**config.mk**
```make
export PLATFORM = sky130hd
export DESIGN_NAME = sodor5_iltype_instr_gen_flat
export DESIGN_NICKNAME = d
export VERILOG_FILES = /design/src/rtl/sodor5_verif_pkg.sv /design/src/rtl/sodor5_iltype_instr_gen_if.sv /design/src/rtl/sodor5_lfsr32.sv /design/src/rtl/sodor5_iltype_instr_gen.sv /design/src/flat_wrapper.sv
export SDC_FILE = /design/constraint.sdc
export NUM_CORES = 1
export LEC_CHECK = 0
export ABC_CLOCK_PERIOD_IN_PS = 2840
export CORE_MARGIN = 1.5
export CORE_UTILIZATION = 45
export CTS_BUF_LIST = sky130_fd_sc_hd__clkbuf_4
export CTS_CLUSTER_DIAMETER = 40
export CTS_CLUSTER_SIZE = 20
export DETAILED_ROUTE_END_ITERATION = 12
export GPL_TIMING_DRIVEN = 0
export PLACE_DENSITY = 0.68
export SLEW_MARGIN = 0
export SYNTH_ARGS = -nofsm -noshare
export SYNTH_HDL_FRONTEND = slang
export SYNTH_SLANG_ARGS = --single-unit
```
**constraint.sdc**
```tcl
create_clock -name clk -period 2.84 [get_ports clk]
set_input_delay 0.284 -clock clk [delete_from_list [all_inputs] [get_ports clk]]
set_output_delay 0.284 -clock clk [all_outputs]
set_load 0.02 [all_outputs]
```
**src/rtl/sodor5_verif_pkg.sv**
```systemverilog
`default_nettype none
// +----------------------------------------------------------------------------+
// | Package : sodor5_verif_pkg                                                 |
// | Shared constants, state type and instruction builder for the sodor5        |
// | constrained-random I-type instruction generator.                           |
// | Revision: 1.0                                                              |
// +----------------------------------------------------------------------------+
package sodor5_verif_pkg;

  localparam logic [31:0] c_nop           = 32'h00000013;
  localparam logic [6:0]  c_op_imm        = 7'b0010011;
  localparam logic [6:0]  c_op_load       = 7'b0000011;
  localparam logic [31:0] c_lfsr_a_taps   = 32'h80200003;
  localparam logic [31:0] c_lfsr_b_taps   = 32'hA3000000;
  localparam logic [31:0] c_seed_b_xor    = 32'hA5A5A5A5;
  localparam logic [11:0] c_srx_imm_mask  = 12'h41F;
  localparam logic [11:0] c_sll_imm_mask  = 12'h01F;

  typedef enum logic [2:0] {
    ST_IDLE   = 3'd0,
    ST_WARMUP = 3'd1,
    ST_RUN    = 3'd2,
    ST_DRAIN  = 3'd3,
    ST_DONE   = 3'd4
  } gen_state_t;

  // Shift immediates are masked so SLLI/SRLI/SRAI always decode as legal.
  function automatic logic [31:0] build_instr(input logic [26:0] a, input logic [11:0] b);
    logic [11:0] imm;
    logic [2:0]  f3;
    imm = a[11:0];
    f3  = a[24:22];
    if (a[26]) begin
      if (f3 == 3'd5) begin
        imm = imm & c_srx_imm_mask;
      end else if (f3 == 3'd1) begin
        imm = imm & c_sll_imm_mask;
      end
      return {imm, a[16:12], f3, a[21:17], c_op_imm};
    end
    return {b, a[16:12], a[25], 2'b00, a[21:17], c_op_load};
  endfunction

endpackage
`default_nettype wire

```
**src/rtl/sodor5_iltype_instr_gen_if.sv**
```systemverilog
`default_nettype none
// +----------------------------------------------------------------------------+
// | Interface : sodor5_iltype_instr_gen_if                                     |
// | Control and instruction stream between the generator and the harness.     |
// | Revision: 1.0                                                              |
// +----------------------------------------------------------------------------+
interface sodor5_iltype_instr_gen_if;
  logic [31:0] seed;
  logic        start;
  logic        stall;
  logic [31:0] instr;
  logic        instr_valid;
  logic [15:0] issued_count;
  logic        done;

  modport master (
    input  seed, start, stall,
    output instr, instr_valid, issued_count, done
  );

  modport slave (
    output seed, start, stall,
    input  instr, instr_valid, issued_count, done
  );
endinterface
`default_nettype wire

```
**src/rtl/sodor5_lfsr32.sv**
```systemverilog
`default_nettype none
// +----------------------------------------------------------------------------+
// | Module  : sodor5_lfsr32                                                    |
// | 32-bit right-shifting Galois LFSR with parallel load and step enable.      |
// | Revision: 1.0                                                              |
// +----------------------------------------------------------------------------+
module sodor5_lfsr32 #(
  parameter logic [31:0] TAPS = 32'h80200003
) (
  input  logic        clk,
  input  logic        reset_n,
  input  logic        load,
  input  logic [31:0] load_val,
  input  logic        step,
  output logic [31:0] value
);

  logic [31:0] r_value;

  always_ff @(posedge clk) begin
    if (!reset_n) begin
      r_value <= 32'd1;
    end else if (load) begin
      r_value <= load_val;
    end else if (step) begin
      r_value <= r_value[0] ? ((r_value >> 1) ^ TAPS) : (r_value >> 1);
    end
  end

  assign value = r_value;

endmodule
`default_nettype wire

```
**src/rtl/sodor5_iltype_instr_gen.sv**
```systemverilog
`default_nettype none
// +----------------------------------------------------------------------------+
// | Module  : sodor5_iltype_instr_gen                                          |
// | Random RV32I I-type ALU / byte-load stream framed by warm-up and drain     |
// | NOPs, for driving the sodor5 lockstep harness.                             |
// | Revision: 1.0                                                              |
// +----------------------------------------------------------------------------+
module sodor5_iltype_instr_gen
  import sodor5_verif_pkg::*;
#(
  parameter int NUM_INSTR   = 100,
  parameter int WARMUP_NOPS = 4,
  parameter int DRAIN_NOPS  = 5
) (
  input  logic                      clk,
  input  logic                      reset_n,
  sodor5_iltype_instr_gen_if.master bus
);

  generate
    if (NUM_INSTR < 1 || NUM_INSTR > 65535) begin : g_bad_num_instr
      $error("NUM_INSTR must be in 1..65535");
    end
    if (WARMUP_NOPS < 1 || WARMUP_NOPS > 65536 || DRAIN_NOPS < 1 || DRAIN_NOPS > 65536) begin : g_bad_nops
      $error("WARMUP_NOPS and DRAIN_NOPS must be in 1..65536");
    end
  endgenerate

  localparam logic [15:0] c_warm_last = 16'(WARMUP_NOPS - 1);
  localparam logic [15:0] c_drain_last = 16'(DRAIN_NOPS - 1);
  localparam logic [15:0] c_num_instr = 16'(NUM_INSTR);

  gen_state_t  r_state;
  logic [15:0] r_phase;
  logic [31:0] r_instr;
  logic        r_valid;
  logic [15:0] r_issued;
  logic        r_done;

  logic [31:0] w_lfsr_a;
  logic [31:0] w_lfsr_b;
  logic [31:0] w_seed_a;
  logic [31:0] w_seed_b_raw;
  logic [31:0] w_seed_b;
  logic        w_load;
  logic        w_step;
  logic [31:0] w_rand_instr;
  logic [15:0] w_issued_inc;
  logic        w_unused_lfsr_bits;

  assign w_seed_a     = (bus.seed == 32'd0) ? 32'd1 : bus.seed;
  assign w_seed_b_raw = w_seed_a ^ c_seed_b_xor;
  assign w_seed_b     = (w_seed_b_raw == 32'd0) ? 32'd1 : w_seed_b_raw;

  assign w_load = !bus.stall && (r_state == ST_IDLE) && bus.start;
  // The LFSRs advance exactly when a random instruction is registered.
  assign w_step = !bus.stall &&
                  (((r_state == ST_WARMUP) && (r_phase == c_warm_last)) ||
                   ((r_state == ST_RUN) && (r_issued != c_num_instr)));

  assign w_rand_instr = build_instr(w_lfsr_a[26:0], w_lfsr_b[11:0]);
  assign w_issued_inc = (r_issued == 16'hFFFF) ? r_issued : r_issued + 16'd1;
  assign w_unused_lfsr_bits = ^{w_lfsr_a[31:27], w_lfsr_b[31:12]};

  sodor5_lfsr32 #(.TAPS(c_lfsr_a_taps)) u_lfsr_a (
    .clk      (clk),
    .reset_n  (reset_n),
    .load     (w_load),
    .load_val (w_seed_a),
    .step     (w_step),
    .value    (w_lfsr_a)
  );

  sodor5_lfsr32 #(.TAPS(c_lfsr_b_taps)) u_lfsr_b (
    .clk      (clk),
    .reset_n  (reset_n),
    .load     (w_load),
    .load_val (w_seed_b),
    .step     (w_step),
    .value    (w_lfsr_b)
  );

  always_ff @(posedge clk) begin
    if (!reset_n) begin
      r_state  <= ST_IDLE;
      r_phase  <= 16'd0;
      r_instr  <= c_nop;
      r_valid  <= 1'b0;
      r_issued <= 16'd0;
      r_done   <= 1'b0;
    end else if (!bus.stall) begin
      case (r_state)
        ST_IDLE: begin
          if (bus.start) begin
            r_state <= ST_WARMUP;
            r_phase <= 16'd0;
          end
        end
        ST_WARMUP: begin
          if (r_phase == c_warm_last) begin
            r_state  <= ST_RUN;
            r_instr  <= w_rand_instr;
            r_valid  <= 1'b1;
            r_issued <= w_issued_inc;
          end else begin
            r_phase <= r_phase + 16'd1;
          end
        end
        ST_RUN: begin
          if (r_issued == c_num_instr) begin
            r_state <= ST_DRAIN;
            r_instr <= c_nop;
            r_valid <= 1'b0;
            r_phase <= 16'd0;
          end else begin
            r_instr  <= w_rand_instr;
            r_issued <= w_issued_inc;
          end
        end
        ST_DRAIN: begin
          if (r_phase == c_drain_last) begin
            r_state <= ST_DONE;
            r_done  <= 1'b1;
          end else begin
            r_phase <= r_phase + 16'd1;
          end
        end
        ST_DONE: begin
          r_done <= 1'b1;
        end
        default: begin
          r_state <= ST_IDLE;
          r_instr <= c_nop;
          r_valid <= 1'b0;
        end
      endcase
    end
  end

  assign bus.instr        = r_instr;
  assign bus.instr_valid  = r_valid;
  assign bus.issued_count = r_issued;
  assign bus.done         = r_done;

endmodule
`default_nettype wire

```
**src/flat_wrapper.sv**
```systemverilog
// flat-port wrapper written by rule: the top's interface ports become plain ports
module sodor5_iltype_instr_gen_flat import sodor5_verif_pkg::*;
#(
  parameter int NUM_INSTR   = 100,
  parameter int WARMUP_NOPS = 4,
  parameter int DRAIN_NOPS  = 5
)
  (clk, reset_n, bus_seed, bus_start, bus_stall, bus_instr, bus_instr_valid, bus_issued_count, bus_done);
  sodor5_iltype_instr_gen_if bus_i ();
  input  logic clk;
  input  logic reset_n;
  input wire logic [$bits(bus_i.seed)-1:0] bus_seed;
  input wire logic [$bits(bus_i.start)-1:0] bus_start;
  input wire logic [$bits(bus_i.stall)-1:0] bus_stall;
  output wire logic [$bits(bus_i.instr)-1:0] bus_instr;
  output wire logic [$bits(bus_i.instr_valid)-1:0] bus_instr_valid;
  output wire logic [$bits(bus_i.issued_count)-1:0] bus_issued_count;
  output wire logic [$bits(bus_i.done)-1:0] bus_done;
  assign bus_i.seed = bus_seed;
  assign bus_i.start = bus_start;
  assign bus_i.stall = bus_stall;
  assign bus_instr = bus_i.instr;
  assign bus_instr_valid = bus_i.instr_valid;
  assign bus_issued_count = bus_i.issued_count;
  assign bus_done = bus_i.done;
  sodor5_iltype_instr_gen #(.NUM_INSTR(NUM_INSTR), .WARMUP_NOPS(WARMUP_NOPS), .DRAIN_NOPS(DRAIN_NOPS)) u_core (.clk(clk), .reset_n(reset_n), .bus(bus_i));
endmodule
```
==> results.cfg <==
[yosys]
yosysMostFrequentCell = nand2_1
syn_area_mm2 = 0.00587
synth_common_cells = 200 x nand2_1, 127 x dfxtp_1, 54 x a31oi_1
ys_types = 48
yosys.area.top_type = dfxtp_1
ys_ff_latch = 127
synth_cells = 763
synth_edf_count = 0
async_flop_share = 0
yosys.area.top_type_share = 0.433
syn_area_per_cell_um2 = 7.69
synth_flop_cell = dfxtp_1
synth.area.top_cells = dfxtp_1 43%, nand2_1 13%, a31oi_1 5.8%
ys_warn_count = 0
ys_seq_area_frac = 0.433

[min_path]
min_from = bus_stall
worstHoldPathCells = 3
worstHoldEndpoint = u_core.bus.done$_SDFFE_PN0P_
min_path_type = in -> reg

[global_route]
antenna_found_initial = 0
overflow = 0
grt_max_degree = 17
grt_pass1_wl_um = 27800
track_usage = 0.266
grt_pass1_vias = 5578

[worst_setup_path]
setup.worst_path.start = u_core.r_phase[5]$_SDFFE_PN0P_
critPathMaxFanout = 10
reg2reg_depth = 7
required_ns = 3.32
r2r-end = u_core.u_lfsr_a.value[28]$_SDFFE_PN0P_
arrival_ns = 3.19
reg2reg_setup_slack_ns = 0.13
crit_path_end_kind = flop
critPathKind = reg -> reg
rr_startpoint = u_core.r_phase[5]$_SDFFE_PN0P_
setup.worst_path.start_class = flop

[route]
post-route-drc-count = 0
wl_met1_um = 7530
wl_met3_um = 1340
via_per_inst = 5.60
vias = 5868
drtAntennaViolNets = 0
detail_route.first_pass.iterations = 5
wire_per_inst_um = 16.6
dr_wl_met2_um = 8190
highest_layer = met4
drt-initial-drc-count = 621
totalWireLength_um = 17400

[clock_network]
clk_latency_ns = 0.55
clock-sinks = 127
cts_hold_buf = 0
numCtsBuffers = 17
cts_buffer_depth = 2
tritoncts = yes
htree_levels = 4
cts_root_buffer = clkbuf_4
cts_setup_buffers = 0
clk_pin_slew_ns = 0.10

[finish]
area_growth_pct = 21.9
final_area_mm2 = 0.00715
diodes = 0
finalNonFillerCells = 1047
nNetsFinal = 904
drive_gt1_frac = 0.0651

[floorplan]
die_width_um = 117
floorplan.die_area_mm2 = 0.0137
fp.dieH_um = 117
start_util = 0.463
io_pins = 86
core_mm2 = 0.0127
fp-row-count = 41

[power_and_ir_drop]
p_comb_frac = 0.143
p_leak_nw = 2.49
p_clk_frac = 0.312
p_sw_frac = 0.289
internal_power_mw = 2.53
power_density_mw_per_mm2 = 498
p_switching_mw = 1.03
ir_drop_v = 0.000238
power_frac_seq = 0.546

[sta]
finalCritPeriodShare = 0.955
period_minus_slack_ns = 2.71
worst_pin_slew_ns = 1.12
max_slew_margin = 0.245
finalClockSkew_ns = 0.0192
slew_viol_final = 0
setup_viol = 0
hold_viol = 0
max_freq_ghz = 0.369

[place]
placed_area_mm2 = 0.00688
dp.cells = 1017
place.gp.congestion = 0.916
hpwlAfterDp_um = 12700
io_buffer_count = 78

[flow_run]
drv_cap = 0

[status]
status = finished clean
worst max-delay path, cell delays in order, from the launching register on:
cell and delay, ns:
dfxtp_1 0.35, nor4_1 0.55, nand4_1 0.39, o2bb2ai_2 0.36, clkbuf_2 0.30, clkbuf_1 0.41, nand2_1 0.13, a31oi_1 0.18
how the worst max path moves through the flow:
| stage | end | slack, ns | cells past startpoint |
|---|---|---|---|
| after floorplan | u_core.r_phase[13]$_SDFFE_PN0P_ | 0.44 | 9 |
| after global placement | u_core.u_lfsr_a.value[21]$_SDFFE_PN0P_ | -0.13 | 8 |
| after detailed placement | u_core.u_lfsr_a.value[21]$_SDFFE_PN0P_ | -0.17 | 9 |
| after CTS | u_core.u_lfsr_b.value[22]$_SDFFE_PN0P_ | 0.05 | 9 |
| after global routing | u_core.bus.instr[27]$_SDFFE_PN0P_ | -0.01 | 8 |
| final | u_core.u_lfsr_a.value[28]$_SDFFE_PN0P_ | 0.13 | 7 |
state kept, by name (all words and copies together), names as in the netlist:
| name | flops |
|---|---|
| u_core.bus.done | 1 |
| u_core.bus.issued_count | 16 |
| u_core.u_lfsr_a.value | 32 |
| u_core.r_state | 3 |
| u_core.bus.instr | 26 |
| u_core.u_lfsr_b.value | 32 |
| u_core.bus.instr_valid | 1 |
| u_core.r_phase | 16 |
what timing repair did:
item,CTS,global route
resized for setup,4,14
endpoints found under the setup margin,45,82
gates cloned,0,0
layout by cell type (no fill, tap or decap), types with 7 or more instances in the layout:
cell	netlist	final
nor3_1	20	20
a31oi_1	54	54
inv_1	8	8
o21ai_1	7	7
a21oi_1	20	19
nand3_1	22	21
nand2b_1	8	8
xor2_1	15	15
xnor2_1	14	14
nand2_1	200	200
o21ai_0	38	38
clkbuf_2	0	7
nand4_1	15	15
clkbuf_1	43	37
nor2_1	46	46
and2_1	12	12
clkbuf_4	0	22
nor4_1	17	16
mux2i_1	7	7
dfxtp_1	127	127
o211ai_1	7	7
clkdlybuf4s50_1	0	78
logic make-up (layout without fill, tap and decap cells):
logic type	count (synthesis)	count (layout)	synth area share
xor+xnor	29	29	0.0433
simple gates	372	372	0.289
other cells	2	6	0.00128
mux	9	9	0.0158
fa+ha+maj	4	4	0.00853
compound gates	155	155	0.163
buf+inv	65	173	0.0456
flops	127	127	0.433
power groups by stage:
| stage | Combinational [mW] | Sequential, mW | Clock, mW |
|---|---|---|---|
| floorplan | 0.291 | 1.98 | 0 |
| global placement | 0.487 | 1.98 | 0 |
| detailed placement | 0.495 | 1.98 | 0 |
| CTS | 0.498 | 1.94 | 1.13 |
| global route | 0.556 | 1.96 | 1.21 |
| finish | 0.508 | 1.94 | 1.11 |
through the flow:
stage	util	setup WS, ns	setup TNS (ns)	hold WS, ns	total power, mW
4_1_cts	0.563	0.0514	0	0.197	3.57
3_3_place_gp	0.543	-0.127	-0.766	0.445	2.47
3_5_place_dp	0.543	-0.166	-1.26	0.449	2.48
6_report	0.564	0.128	0	0.242	3.56
5_1_grt	0.564	-0.0131	-0.0142	0.247	3.72
2_1_floorplan	-	0.435	0	0.440	2.27
metal layers:
layer  vias up  track usage
li1       2861            -
met1      2729        0.325
met2       255        0.445
met3        23       0.0819
met4         0       0.0932
met5         -            0
cell type report:
| class | instances | area [um^2] |
|---|---|---|
| sequential | 127 | 2540 |
| multi-input combinational | 575 | 3100 |
| fill | 1236 | 5520 |
| inverter | 8 | 30.0 |
| tap | 172 | 215 |
| buffer | 57 | 248 |
| clock inverter | 8 | 68.8 |
| clock buffer | 22 | 165 |
| timing repair buffer | 78 | 781 |
(Power assumes the default switching activity.)
==> RTL edit: new RTL, config.mk and constraints unchanged <==
Re-encode `gen_state_t` (5 states) as one-hot, 5 bits wide.
--- a/src/rtl/sodor5_verif_pkg.sv
+++ b/src/rtl/sodor5_verif_pkg.sv
@@ -16,12 +16,12 @@
   localparam logic [11:0] c_srx_imm_mask  = 12'h41F;
   localparam logic [11:0] c_sll_imm_mask  = 12'h01F;
 
-  typedef enum logic [2:0] {
-    ST_IDLE   = 3'd0,
-    ST_WARMUP = 3'd1,
-    ST_RUN    = 3'd2,
-    ST_DRAIN  = 3'd3,
-    ST_DONE   = 3'd4
+  typedef enum logic [4:0] {
+    ST_IDLE   = 5'b00001,
+    ST_WARMUP = 5'b00010,
+    ST_RUN    = 5'b00100,
+    ST_DRAIN  = 5'b01000,
+    ST_DONE   = 5'b10000
   } gen_state_t;
 
   // Shift immediates are masked so SLLI/SRLI/SRAI always decode as legal.
Check against the original RTL: no difference found for any inputs over 4 cycles, from zero or initial values and one cycle with reset_n low; so few cycles prove little.
==> RTL edit against the original RTL <==
  * Sequential cell count increased by 2
  * Worst setup slack better by 240 ps
  * Synthesized area is 10% higher
  * Die area grew 9.8%
  * Utilization decreased by 0.091 points
  * Routed wire length increased by 17%
  * Combinational power increased by 36%
  * Total power up 18%
  * Cell count is 2.6% higher
  * Critical endpoint is now u_core.u_lfsr_b.value[21]
  * Final area rose by 9.8%
  * Sequential power increased by 4%
  * Via count up 12%
==> RTL edit: results (changes against the original RTL) <==
| Metric | Value |
|---|---|
| Status | `completed (unchanged)` |
| Fill cells | `1,288 (was 1,236)` |
| Synth top cells by count | `129 x dfxtp_1, 100 x nand2_1, 82 x nor2_1 (was 200 x nand2_1, 127 x dfxtp_1, 54 x a31oi_1)` |
| Placer congestion estimate | `0.894 (was 0.916)` |
| Vias in the first global route | `5,996 (was 5,578)` |
| Vias per cell | `6.14 (was 5.60)` |
| Leakage | `2.83 nW (was 2.49 nW)` |
| Synth area leaders | `dfxtp_1 40%, nand2_1 5.8%, a311oi_1 4.9% (was dfxtp_1 43%, nand2_1 13%, a31oi_1 5.8%)` |
| WP data arrival | `2920 ps (was 3190 ps)` |
| # port buffers | `79 (was 78)` |
| Final-stage net count | `917 (was 904)` |
| Final wirelength | `20.3 mm (was 17.4 mm)` |
| Layout cells sized above 1 | `9.11% (was 6.51%)` |
| 1st-iter DRT viols | `760 (was 621)` |
| CTS clock-pin slew for the worst setup and hold paths | `120 ps (was 100 ps)` |
| H-tree Lvls | `4 (unchanged)` |
| Post_cts resized | `0 (was 4)` |
| Gr usage total | `27.4% (was 26.6%)` |
| Clock latency on the worst-skew pair | `560 ps` |
| Seq/Total Area, Yosys | `40.0% (was 43.3%)` |
| 1st-pass router iterations | `6 (was 5)` |
| Worst-Margin Slew | `699 ps (was 1120 ps)` |
| Hold Crit Class | `in -> reg (unchanged)` |
| Post-synth cell types | `61 (was 48)` |
| Initial antenna violation count | `1 (was 0)` |
| VDD IR max | `259 µV (was 238 µV)` |
| First-pass GRT wire length | `31.8 mm (was 27.8 mm)` |
| Worst Skew | `18.4 ps (was 19.2 ps)` |
| Placement-stage cell area | `0.00749 mm² (was 0.00688 mm²)` |
| DP HPWL | `15.2 mm (was 12.7 mm)` |
RTL edit: stage by stage:
stage | utilization [%] | total power (W) | setup slack (ps) | cells
after floorplan | - | 0.00245 | 725 | 779
after global placement | 53.8 | 0.00271 | 126 | 1038
after detailed placement | 53.8 | 0.00272 | 93.3 | 1038
after CTS | 56.3 | 0.00422 | 411 | 1069
after global routing | 56.4 | 0.00437 | 174 | 1074
final | 56.4 | 0.00421 | 372 | 1074
RTL edit: cell type report:
| class | instances | area [µm²] | area share, % |
|---|---|---|---|
| plain buffers | 72 | 357 | 4.54 |
| multi-input cells | 565 | 3490 | 44.4 |
| diodes | 5 | 12.5 | 0.159 |
| repair buffers | 79 | 791 | 10.1 |
| clock buffers | 18 | 135 | 1.72 |
| inverters | 13 | 48.8 | 0.621 |
| well taps | 180 | 225 | 2.87 |
| flip-flops and latches | 129 | 2580 | 32.9 |
| clock inverters | 13 | 211 | 2.69 |
RTL edit: cell families after synthesis:
family	count (synthesis)	synth area share [%]
and+or+nand+nor	322	25.4
AOI/OAI and AO/OA	200	22.5
DFF	129	40.0
buffers and inverters	85	6.27
muxes	26	4.03
xor gates and xnor gates	7	0.949
adders and majority gates	4	0.774
other	2	0.116
RTL edit: power breakdown:
part           total (W)  switching [W]  leakage (nW)  internal [W]
Combinational   0.000689       0.000411          1.60      0.000278
Clock            0.00151       0.000712         0.182      0.000796
Sequential       0.00201      0.0000891          1.05       0.00192
RTL edit: critical path, cell delays in order (launching register included):
cell     delay [ps]
dfxtp_1         360
ha_1            200
buf_2           170
nor4b_1         150
and4_1          190
buf_4           160
a22oi_2         190
buf_6           160
buf_2           260
nand2_1         220
o221a_2         320
RTL edit: final timing paths:
| check | from | endpoint | slack, ps | depth (start not counted) |
|---|---|---|---|---|
| worst max-delay path | u_core.r_phase[0] | u_core.u_lfsr_b.value[21] | 370 | 10 |
| worst min-delay path | bus_seed[3] | u_core.u_lfsr_a.value[3] | 390 | 3 |
| worst max register to register | u_core.r_phase[0] | u_core.u_lfsr_b.value[21] | 370 | 10 |
| worst min register to register | u_core.bus.instr_valid | u_core.bus.instr_valid | 490 | 2 |
RTL edit: metal layers:
metal	global-route usage (%)	vias up	share of wire (%)
met1	37.9	3161	45
met5	0	-	0
met3	5.30	32	8.2
met4	10.4	0	2.1
li1	-	3083	-
met2	41.9	319	45
